<file path="src/rtl/uart_pkg.sv">
// Shared types and constants for the UART transmit control slice.
package uart_pkg;

   localparam int FRAME_BASE_BITS = 10;
   localparam int STOP_MAX        = 1;
   localparam int DIV_W_DEFAULT   = 16;

   typedef enum logic [2:0] {
      ST_IDLE,
      ST_LOAD,
      ST_SHIFT,
      ST_WAIT_DONE,
      ST_DONE
   } tx_state_e;

   // Any nonzero stop selection means two stop bits, reported to the datapath as 1.
   function automatic logic [1:0] clamp_stop(input logic [1:0] sel);
      return (sel != 2'd0) ? 2'(STOP_MAX) : 2'd0;
   endfunction

endpackage

</file>
<file path="src/rtl/uart_baud_gen.sv">
// Baud divider: counts 0..div-1 while running and strobes on the terminal count.
module uart_baud_gen
   import uart_pkg::*;
#(
   parameter int DIV_W = DIV_W_DEFAULT
) (
   input  logic             clk,
   input  logic             reset,
   input  logic             clear,
   input  logic             run,
   input  logic [DIV_W-1:0] div,
   output logic             strobe
);

   logic [DIV_W-1:0] cnt;

   assign strobe = run && (cnt == (div - DIV_W'(1)));

   always_ff @(posedge clk or negedge reset) begin
      if (!reset) begin
         cnt <= '0;
      end else if (clear) begin
         cnt <= '0;
      end else if (run) begin
         cnt <= strobe ? '0 : cnt + DIV_W'(1);
      end
   end

endmodule

</file>
<file path="src/rtl/uart_tx_ctrl.sv">
// UART transmit sequencer: accepts a byte, strobes the shift register once per
// bit period and cross-checks the datapath's frame-complete flag.
//
//   state        | meaning
//   -------------+-------------------------------------------------------------
//   ST_IDLE      | ready for a byte, line held idle-high
//   ST_LOAD      | one-cycle shift-register load pulse
//   ST_SHIFT     | line driven from shift register, one strobe per bit period
//   ST_WAIT_DONE | all strobes issued, waiting for the datapath's complete flag
//   ST_DONE      | one-cycle completion pulse
module uart_tx_ctrl
   import uart_pkg::*;
#(
   parameter int DIV_W        = DIV_W_DEFAULT,
   parameter int DONE_TIMEOUT = 2
) (
   input  logic             clk,
   input  logic             reset,
   input  logic             tx_valid,
   output logic             tx_ready,
   input  logic [7:0]       tx_data,
   input  logic [1:0]       cfg_stop,
   input  logic [DIV_W-1:0] cfg_div,
   input  logic             data_transmitted,
   output logic             load_en,
   output logic             tx_enable,
   output logic             tx_sel,
   output logic [7:0]       tx_byte,
   output logic [1:0]       stop_bit,
   output logic             busy,
   output logic             tx_done,
   output logic             err,
   input  logic             err_clr
);

   localparam int WT_W = (DONE_TIMEOUT > 1) ? $clog2(DONE_TIMEOUT) : 1;

   tx_state_e        state;
   tx_state_e        state_nxt;
   logic [DIV_W-1:0] div_q;
   logic [3:0]       strobe_cnt;
   logic [3:0]       last_idx;
   logic [WT_W-1:0]  wait_cnt;
   logic             strobe;
   logic             baud_run;
   logic             baud_clear;
   logic             err_set;

   assign last_idx  = 4'(FRAME_BASE_BITS - 1) + {2'b00, stop_bit};
   assign tx_enable = strobe;

   uart_baud_gen #(
      .DIV_W (DIV_W)
   ) u_baud (
      .clk    (clk),
      .reset  (reset),
      .clear  (baud_clear),
      .run    (baud_run),
      .div    (div_q),
      .strobe (strobe)
   );

   always_ff @(posedge clk or negedge reset) begin
      if (!reset) begin
         state <= ST_IDLE;
      end else begin
         state <= state_nxt;
      end
   end

   always_comb begin
      state_nxt  = state;
      tx_ready   = 1'b0;
      load_en    = 1'b0;
      tx_sel     = 1'b0;
      busy       = 1'b1;
      tx_done    = 1'b0;
      baud_run   = 1'b0;
      baud_clear = 1'b0;
      err_set    = 1'b0;
      case (state)
         ST_IDLE: begin
            tx_ready = 1'b1;
            busy     = 1'b0;
            if (tx_valid) state_nxt = ST_LOAD;
         end
         ST_LOAD: begin
            load_en    = 1'b1;
            baud_clear = 1'b1;
            state_nxt  = ST_SHIFT;
         end
         ST_SHIFT: begin
            tx_sel   = 1'b1;
            baud_run = 1'b1;
            // A complete flag this early means the datapath and the strobe count disagree.
            if (data_transmitted) err_set = 1'b1;
            if (strobe && (strobe_cnt == last_idx)) state_nxt = ST_WAIT_DONE;
         end
         ST_WAIT_DONE: begin
            tx_sel = 1'b1;
            if (data_transmitted) begin
               state_nxt = ST_DONE;
            end else if (wait_cnt == WT_W'(DONE_TIMEOUT - 1)) begin
               err_set   = 1'b1;
               state_nxt = ST_IDLE;
            end
         end
         ST_DONE: begin
            tx_done   = 1'b1;
            state_nxt = ST_IDLE;
         end
         default: begin
            state_nxt = ST_IDLE;
         end
      endcase
   end

   // Frame parameters are captured at acceptance so later config writes cannot disturb the frame.
   always_ff @(posedge clk or negedge reset) begin
      if (!reset) begin
         tx_byte  <= '0;
         stop_bit <= '0;
         div_q    <= '0;
      end else if (state == ST_IDLE && tx_valid) begin
         tx_byte  <= tx_data;
         stop_bit <= clamp_stop(cfg_stop);
         div_q    <= (cfg_div == '0) ? DIV_W'(1) : cfg_div;
      end
   end

   always_ff @(posedge clk or negedge reset) begin
      if (!reset) begin
         strobe_cnt <= '0;
      end else if (state == ST_LOAD) begin
         strobe_cnt <= '0;
      end else if (state == ST_SHIFT && strobe) begin
         strobe_cnt <= strobe_cnt + 4'd1;
      end
   end

   always_ff @(posedge clk or negedge reset) begin
      if (!reset) begin
         wait_cnt <= '0;
      end else if (state == ST_WAIT_DONE) begin
         wait_cnt <= wait_cnt + WT_W'(1);
      end else begin
         wait_cnt <= '0;
      end
   end

   always_ff @(posedge clk or negedge reset) begin
      if (!reset) begin
         err <= 1'b0;
      end else if (err_set) begin
         err <= 1'b1;
      end else if (err_clr) begin
         err <= 1'b0;
      end
   end

endmodule

</file>
<file path="config.mk">
export PLATFORM = sky130hd
export DESIGN_NAME = uart_tx_ctrl
export DESIGN_NICKNAME = d
export VERILOG_FILES = /design/src/rtl/uart_pkg.sv /design/src/rtl/uart_baud_gen.sv /design/src/rtl/uart_tx_ctrl.sv
export SDC_FILE = /design/constraint.sdc
export NUM_CORES = 1
export LEC_CHECK = 0
export CORE_MARGIN = 1
export CORE_UTILIZATION = 35
export CTS_BUF_LIST = sky130_fd_sc_hd__clkbuf_16
export DETAILED_ROUTE_END_ITERATION = 6
export GPL_TIMING_DRIVEN = 0
export PLACE_DENSITY = 0.63
export SLEW_MARGIN = 20
export SYNTH_ARGS = -nofsm -noshare
export SYNTH_HDL_FRONTEND = slang
export SYNTH_SLANG_ARGS = --single-unit
</file>
<file path="constraint.sdc">
create_clock -name clk -period 6.8 [get_ports clk]
set_input_delay 2.04 -clock clk [delete_from_list [all_inputs] [get_ports clk]]
set_output_delay 2.04 -clock clk [all_outputs]
set_load 0.03 [all_outputs]
</file>
Word-level counts from Yosys, hierarchy flattened --
Cells that the tools add are included.
Word-level totals: register bits 51, output and inout bits 17, bits of input ports 31, logic and storage cells 59
Cells by class: reductions and logical operators 12, eq/ne operators 9, multiplexer cells 25, $add $sub $neg 5
Operator list (count):
- two-way mux 16 bit | 4
- adder 16 x 1 -> 16 bit, second input constant | 1
- equality test 16 bit | 1
- zero test 16 bit | 1
- subtractor 16 x 1 -> 16 bit, second input constant | 1
- two-way mux 1 bit | 13
- two-way mux 3 bit | 4
- case mux 3 bit (4 select lines) | 1
- two-way mux 4 bit | 2
- nonzero test 2 bit | 4
- equality test 3 x 2 -> 1 bit, second input constant | 2
- adder 4 x 1 -> 4 bit, second input constant | 1
- adder 4 x 2 -> 4 bit, first input constant | 1
- equality test 4 bit | 1
- logical AND 1 bit | 4
- inequality test 2 bit, second input constant | 2
- equality test 3 x 1 -> 1 bit, second input constant | 1
- equality test 3 bit, second input constant | 1
- zero test 3 bit | 1
- inequality test 3 bit, second input constant | 1
- AND reduction 3 bit | 1
- case mux 1 bit (2 select lines) | 1
- OR reduction 2 bit | 1
- adder 1 bit, second input constant | 1

Depth between registers and ports, before layout --
Gate-level depths: netlist of run 1.
depth in word-level cells 6, gate-level depth with buffers 11

Hierarchy --
A second synthesis of run 1 with hierarchy kept.
Unflattened totals: cell total of the unflattened synthesis 328, area total of the unflattened synthesis 3189.3 µm²
By module, submodules not included:
- uart_baud_gen | times used 1, cells each 203, area an instance 1660.3 µm²
- uart_tx_ctrl | times used 1, cells each 125, area an instance 1529.0 µm²

Least setup slack after synthesis of run 1 --
OpenSTA, ideal clock, no wires.
path type register -> output, from reg div_q[5], to out tx_enable, buffers on the path 2, data arrival time 2.557 ns, stages on the path, launching flop included 9, path slack 2.203 ns, required time 4.760 ns, cell sequence dfrtp_1 -> buf_2 -> or4_1 -> buf_2 -> or4_1 -> a211o_1 -> a32oi_1 -> nand4_1 -> nor2_1
Between the ends: word-level cells in the longest chain between the ends 3
RTL lines:
- from (decl) | line uart_tx_ctrl.sv:40 | logic [DIV_W-1:0] div_q;
- from (signal assigned) | line uart_tx_ctrl.sv:127 | div_q <= (cfg_div == '0) ? DIV_W'(1) : cfg_div;
- subtractor 16 x 1 -> 16 bit | line uart_baud_gen.sv:17 | assign strobe = run && (cnt == (div - DIV_W'(1)));
- equality test 16 bit | line uart_baud_gen.sv:17
- logical AND 1 bit | line uart_baud_gen.sv:17
- to (decl) | line uart_tx_ctrl.sv:26 | output logic tx_enable,
Every way passes these cells.

Final worst setup path of run 1 --
from reg div_q[0], to out tx_enable
Same word-level chain as after synthesis.

==> results by group, run 1 <==
Synth
  – Yosys cell types: 52
  – Async SR Flop Fraction: 1.000
  – Cells after synthesis: 303
  – Register area share after synthesis: 0.4354
  – Largest area contributor in the netlist: dfrtp_1
  – Share of the synthesized area in the top cell type: 0.4354
  – Yosys reg bits: 50
  – Most common cell in the netlist: dfrtp_1
  – Syn Nets: 337
  – Syn Area/Cell: around 9.5 µm²
  – Top post-synthesis cells by count: dfrtp_1 (50), nor2_1 (42), mux2_2 (23)
  – Mapped cell area: 2874 µm²
  – Top cells by area, synth: dfrtp_1 (44%), mux2_2 (9.0%), nor2_1 (5.5%)
  – Main flop type after synthesis: dfrtp_1
  – Yosys warning count: 0
  – Number of synthesized flops with an enable pin: 0

Worst setup path
  – Req. time, crit path: 4.76 ns
  – Arrival time worst endpoint: 3.48 ns
  – Largest stage delay on the critical path: 0.69 ns
  – Crit-path max FO: 10
  – Worst reg2reg setup slack: 3.45 ns
  – Delay-heaviest family, CP: buffers and inverters
  – CP Cell Sequence: inv_1, ha_1, or4b_1, clkbuf_1, o31a_1, a2111oi_0, or3_1, nand4_1, nor2_1, clkdlybuf4s50_1
  – CP Depth: 10
  – CP Buf/Inv Count: 3
  – CP endpoint kind: output port
  – Slowest cell on the critical path: clkdlybuf4s50_1
  – Worst reg2reg path depth: 11
  – CP Launch Type: register
  – WS Path Type: register to output port

Global routing
  – Total congestion overflow: 0
  – First-pass GRT wire length: ~11 mm
  – Global Route Usage Sum: 0.1658
  – Vias in the first global route: 2,313
  – Initial antenna violation count: 0
  – Pin count of the biggest net entering global routing: 51

Finish
  – Layout cell share with drive strength beyond 1: 0.1092
  – Area grow syn2layout: 26.16%
  – Antenna Cells: 0
  – Final net count: 390

STA
  – Tcrit/Tclk final: 0.8123
  – Fin Hold WS: 0.4503 ns
  – Slew @ Worst Pin: 0.7952 ns
  – Final setup vio count: 0
  – Sum Neg Setup Slack: 0 ns
  – Minimum clock period: 5.524 ns
  – Clk_skew: ~0.0075 ns
  – Rel. slew slack: 0.4687
  – Max frequency: 181.0 MHz
  – RSZ-0062 raised after global routing: false
  – Fin. Hold Viols: 0
  – Slew Viols, Final: 0

Clocking
  – TritonCTS clock tree: yes
  – Clk buf depth: 2
  – CTS sink cnt: 50
  – Num CTS Buffers: 5
  – Worst-Skew Late Latency: 0.29 ns
  – PostCTS Resize Cnt: 0
  – Worst-path clk slew: 0.07 ns
  – Hold buffers post-CTS: 0
  – CTS root buffer: clkbuf_16
  – CTS H-tree lvls: 2
  – Post-CTS Setup Bufs: 0

Floorplan
  – Die span in y: 92.62 µm
  – Initial Util: 0.3662
  – IO Pins: 48
  – Core Box Area: 7848 µm²
  – Die W: 92.62 µm
  – Row cnt: 32
  – Die ar.: 8578 µm²

Route
  – Iter 0 DRT Violations: 110
  – Via count: between 2,000 and 2,500
  – Number of remaining DRC errors: 0
  – Antenna Nets Post-Route: 0
  – DR WL/cell: 14.85 µm
  – Vias per cell: ~5.3
  – DR pass1 iterations: 5
  – Routed WL: 6.817 mm

Power and ir drop
  – Power Dens Cells: 402.7 nW/µm²
  – PnR Total Power: 1.460 mW
  – LEAKAGE: 1.476 nW
  – VDD IR max: 0.2069 mV

Outcome
  – Outcome: completed

Place
  – Post-DP HPWL: between 5 and 6 mm
  – Port buffer count: 46
  – Gpl congestion: 0.8434

Hold path
  – Worst hold stages: 1
  – Type of the tightest min-delay check: register to register

Run
  – Max-cap viol count: 0
[where the power goes]
| part | leakage, nW | switching, mW | total [mW] | internal [mW] |
|---|---|---|---|---|
| combinational | 0.763 | 0.376 | 0.679 | 0.303 |
| sequential | 0.631 | 0.0991 | 0.497 | 0.398 |
| clock | 0.0812 | 0.111 | 0.283 | 0.172 |
| total | 1.48 | 0.587 | 1.46 | 0.873 |
[worst register-to-register path, cell delays in order, from the launching register on]
cell and delay [ns]:
dfrtp_1 0.43, inv_1 0.08, ha_1 0.25, or4b_1 0.50, clkbuf_1 0.27, o311ai_0 0.37, a21oi_1 0.11, or3_1 0.39
o2111ai_1 0.23, buf_2 0.31, mux2i_1 0.23, nor2_1 0.06
[cells by family after synthesis]
logic type / after synthesis / synth area share
and+or+nand+nor: 125 / 0.2312
DFF: 50 / 0.4354
AOI/OAI and AO/OA: 45 / 0.09970
xor gates and xnor gates: 28 / 0.08533
buffers and inverters: 26 / 0.03700
muxes: 25 / 0.09708
adders and majority gates: 3 / 0.01306
other: 1 / 0.001305
[final cells by class]
cell class	instances	area (µm²)
fillers	771	4222
inverters	9	33.78
multi-input cells	227	1516
clock inverters	3	41.29
well taps	102	127.6
flip-flops and latches	50	1251
clock buffers	5	125.1
plain buffers	17	72.57
repair buffers	46	457.9
[path summary, 6_finish.rpt]
path                                           start                    endpoint
worst max-delay path            div_q[0]$_DFFE_PN0P_                   tx_enable
worst min-delay path              wait_cnt$_DFF_PN0_          wait_cnt$_DFF_PN0_
worst max register to register  div_q[0]$_DFFE_PN0P_   strobe_cnt[1]$_DFFE_PN0P_
worst min register to register    wait_cnt$_DFF_PN0_          wait_cnt$_DFF_PN0_
max in group asynchronous                      reset       div_q[15]$_DFFE_PN0P_
min in group asynchronous                      reset  u_baud.cnt[10]$_DFFE_PN0P_
[state kept, by name, indices dropped and copies added (netlist names)]
name        count
div_q          16
err             1
state           3
stop_bit        1
strobe_cnt      4
tx_byte         8
u_baud.cnt     16
wait_cnt        1
[metal layers]
| metal | track usage | part of all wire | routed length [µm] | vias to the layer above |
|---|---|---|---|---|
| met5 | 0 | 0 | 0 | - |
| met4 | 0.04615 | 0.013 | 92 | 0 |
| li1 | - | - | - | 1194 |
| met1 | 0.2270 | 0.48 | 3266 | 1163 |
| met3 | 0.02627 | 0.032 | 218 | 9 |
| met2 | 0.2716 | 0.48 | 3240 | 57 |
[placed cells by master (no fill, tap or decap), drive strengths merged, types with 2 or more instances in the layout]
cell type,n
o21ai,14
a32oi,2
nand2,13
a2111oi,2
nor2b,2
or4,4
clkdlybuf4s50,45
mux2,23
ha,3
a31oi,4
a21oi,10
nor3b,2
xnor2,13
dfrtp,50
buf,7
and3,6
o2111ai,2
and2,4
clkbuf,16
and4,2
nand3,10
nand4,8
nor4,9
or3,6
inv,10
nor2,42
nand2b,3
o22ai,2
nor3,6
mux2i,2
xor2,15
[per-stage QoR]
step	cells	util	area (µm²)	setup WS, ns
after floorplan	303	-	2874	2.203
after global placement	451	0.4412	3462	1.646
after detailed placement	451	0.4408	3460	1.633
after CTS	459	0.4621	3626	1.282
after global routing	459	0.4621	3626	1.119
final	459	0.4621	3626	1.277
Power figures use the tool's default switching activity.
==> inputs of run 2 (changes only) <==
--- a/config.mk
+++ b/config.mk
@@ -10,7 +10,7 @@
 export CTS_BUF_LIST = sky130_fd_sc_hd__clkbuf_16
 export DETAILED_ROUTE_END_ITERATION = 6
 export GPL_TIMING_DRIVEN = 0
-export PLACE_DENSITY = 0.63
+export PLACE_DENSITY = 0.66
 export SLEW_MARGIN = 20
 export SYNTH_ARGS = -nofsm -noshare
 export SYNTH_HDL_FRONTEND = slang
==> constraint.sdc (replaced) <==
create_clock -name clk -period 4.55 [get_ports clk]
set_input_delay 1.365 -clock clk [delete_from_list [all_inputs] [get_ports clk]]
set_output_delay 1.365 -clock clk [all_outputs]
set_load 0.03 [all_outputs]
==> run 2 against run 1 <==
  * Largest cell class unchanged
  * Total power up 46%
  * Largest power group unchanged
  * Sequential power up 49%
  * Clock power is 30% higher
  * Critical path depth is 1 lower
==> results by group, run 2 (synthesis gave the netlist of run 1 again) <==
Power and ir drop
  – Clock power share: 0.173
  – Sw frac: 0.4122
  – Net Sw Power: between 0.8 and 0.9 mW
  – Power Internal: 1.252 mW
  – PnR Total Power: roughly 2.1 mW
  – Logic pwr share: 0.479
  – Flop pwr share: 0.349
  – VDD IR max: 0.3692 mV
  – Power Dens Cells: 592.1 nW/µm²
  – LEAKAGE: 1.466 nW

Floorplan
  – Die span in y: between 90 and 100 µm
  – Die ar.: 8578 µm²
  – Initial Util: 0.3662
  – Die W: 92.62 µm
  – Core Box Area: just under 8000 µm²
  – IO Pins: 48
  – Row cnt: 32

Worst setup path
  – CP Depth: 9
  – Delay-heaviest family, CP: simple AND/OR/NAND/NOR gates
  – Critical Path End: tx_enable
  – WS Path Type: register to output port
  – Worst reg2reg path depth: 10
  – CP Launch Type: register
  – CP Buf/Inv Count: 3
  – Req. time, crit path: ~3.2 ns
  – Worst reg2reg setup slack: 1.26 ns
  – Arrival time worst endpoint: 2.96 ns
  – FF-to-FF Start: div_q[0]$_DFFE_PN0P_
  – CP Cell Sequence: buf_2, or4_1, buf_2, or4_1, a211o_1, a32oi_1, nand4_1, nor2_1, clkbuf_2
  – Crit-path max FO: 8
  – Slowest cell on the critical path: or4_1
  – Largest stage delay on the critical path: 0.51 ns
  – CP endpoint kind: output port
  – FF-to-FF End: u_baud.cnt[1]$_DFFE_PN0P_
  – Crit path launch: div_q[5]$_DFFE_PN0P_

Route
  – DR WL/cell: 14.55 µm
  – Iter 0 DRT Violations: approximately 110
  – DR pass1 iterations: 4
  – Vias per cell: 5.314
  – Antenna Nets Post-Route: 0
  – Number of remaining DRC errors: 0
  – Routed WL: 6.664 mm
  – Via count: ~2,400

STA
  – Max frequency: 231.0 MHz
  – Slew @ Worst Pin: 0.8002 ns
  – Clk_skew: between 0.007 and 0.008 ns
  – Crit path setup slack, layout: 0.2201 ns
  – Sum Neg Setup Slack: 0 ns
  – Rel. slew slack: 0.4654
  – Slew Viols, Final: 0
  – RSZ-0062 raised after global routing: false
  – Fin. Hold Viols: 0
  – Minimum clock period: 4.330 ns
  – Final setup vio count: 0
  – Tcrit/Tclk final: 0.9516

Finish
  – Antenna Cells: 0
  – Fillers: approximately 800
  – Layout cell share with drive strength beyond 1: 0.1124
  – Most frequent cells in the layout: dfrtp_1 (50), clkdlybuf4s50_1 (44), nor2_1 (42)
  – Multi-input gate area: 1516 µm²
  – Area grow syn2layout: 25.16%
  – Regs by FF count: div_q x16, u_baud.cnt x16, tx_byte x8
  – Final net count: 389
  – Finished Cell Area: between 3000 and 4000 µm²
  – Reg area: roughly 1300 µm²
  – Commonest non-fill, non-tap cell in the layout: dfrtp_1

Global routing
  – First-pass GRT wire length: between 10 and 15 mm
  – Total congestion overflow: 0
  – Global Route Usage Sum: 0.1636
  – Vias in the first global route: 2,406
  – Initial antenna violation count: 0
  – Pin count of the biggest net entering global routing: between 50 and 60

Clocking
  – Hold buffers post-CTS: 0
  – Num CTS Buffers: 5
  – Clk buf depth: 2
  – CTS sink cnt: 50
  – CTS H-tree lvls: 2
  – CTS root buffer: clkbuf_16
  – Worst-Skew Late Latency: 0.29 ns
  – Worst-path clk slew: ~0.070 ns
  – TritonCTS clock tree: yes

Hold path
  – Type of the tightest min-delay check: register to register

Outcome
  – Outcome: completed

Place
  – Gpl congestion: 0.9513
  – Post-DP HPWL: 4.903 mm
  – Port buffer count: 46
  – Dpl cell area: around 3500 µm²
  – Post-placement worst setup slack: 0.06962 ns

Run
  – Max-cap viol count: 0
run 2: cell types whose count changed in the layout (fill, tap and decap cells not counted), sizes merged:
cell	previous run	this run
inv	10	9
clkinv	0	3
clkdlybuf4s50	45	44
clkinvlp	1	0
bufinv	1	0
run 2: timing repair:
| item | CTS | global route |
|---|---|---|
| endpoints found under the setup margin | 1 | 1 |
| gates resized for setup | 1 | 2 |
| setup buffers | 0 | 0 |
run 2: through the flow:
stage	hold WS (ns)	instances	util
final	0.4666	458	0.4584
after global placement	0.4354	451	0.4412
after global routing	0.5030	458	0.4584
after CTS	0.4642	459	0.4593
after detailed placement	0.4535	451	0.4408
after floorplan	0.4229	303	-
run 2: power groups by stage:
stage | Clock, mW | Sequential [mW] | Combinational [mW]
after CTS | 0.379 | 0.742 | 1.02
after detailed placement | 0 | 0.749 | 1.01
final | 0.368 | 0.743 | 1.02
after global routing | 0.396 | 0.765 | 1.11
after floorplan | 0 | 0.799 | 0.627
after global placement | 0 | 0.745 | 0.991
run 2: metal layers:
metal  track usage  share of wire  routed length (µm)  vias up
met2        0.2685           0.47                3150       58
met4       0.03846         0.0074                  49        0
met1        0.2248           0.47                3162     1174
met5             0              0                   0        -
met3       0.02874          0.045                 302        8
li1              -              -                   -     1194
run 2: worst reg2reg max path, cell delays in order (launching register included):
cell and delay [ns]:
dfrtp_1 0.43, inv_1 0.08, ha_1 0.26, or4b_1 0.65, o21ai_0 0.25, nand4_1 0.15, a2111oi_0 0.45, o2111ai_1 0.32
buf_2 0.29, a32oi_1 0.21, o21ai_1 0.07
run 2: area by class of cell:
class | instances | area share
Multi-Input combinational cell | 227 | 0.4216
Timing Repair Buffer | 46 | 0.1259
Buffer | 16 | 0.01913
Tap cell | 102 | 0.03548
Inverter | 9 | 0.009391
Clock inverter | 3 | 0.005913
Sequential cell | 50 | 0.3478
Clock buffer | 5 | 0.03478
run 2: how the worst min path moves through the flow:
stage	from	end	slack, ns	cells after the start
global placement	wait_cnt$_DFF_PN0_	wait_cnt$_DFF_PN0_	0.44	1
global route	wait_cnt$_DFF_PN0_	wait_cnt$_DFF_PN0_	0.50	1
detailed placement	wait_cnt$_DFF_PN0_	wait_cnt$_DFF_PN0_	0.45	1
finish	wait_cnt$_DFF_PN0_	wait_cnt$_DFF_PN0_	0.47	1
floorplan	wait_cnt$_DFF_PN0_	wait_cnt$_DFF_PN0_	0.42	1
CTS	wait_cnt$_DFF_PN0_	wait_cnt$_DFF_PN0_	0.46	1
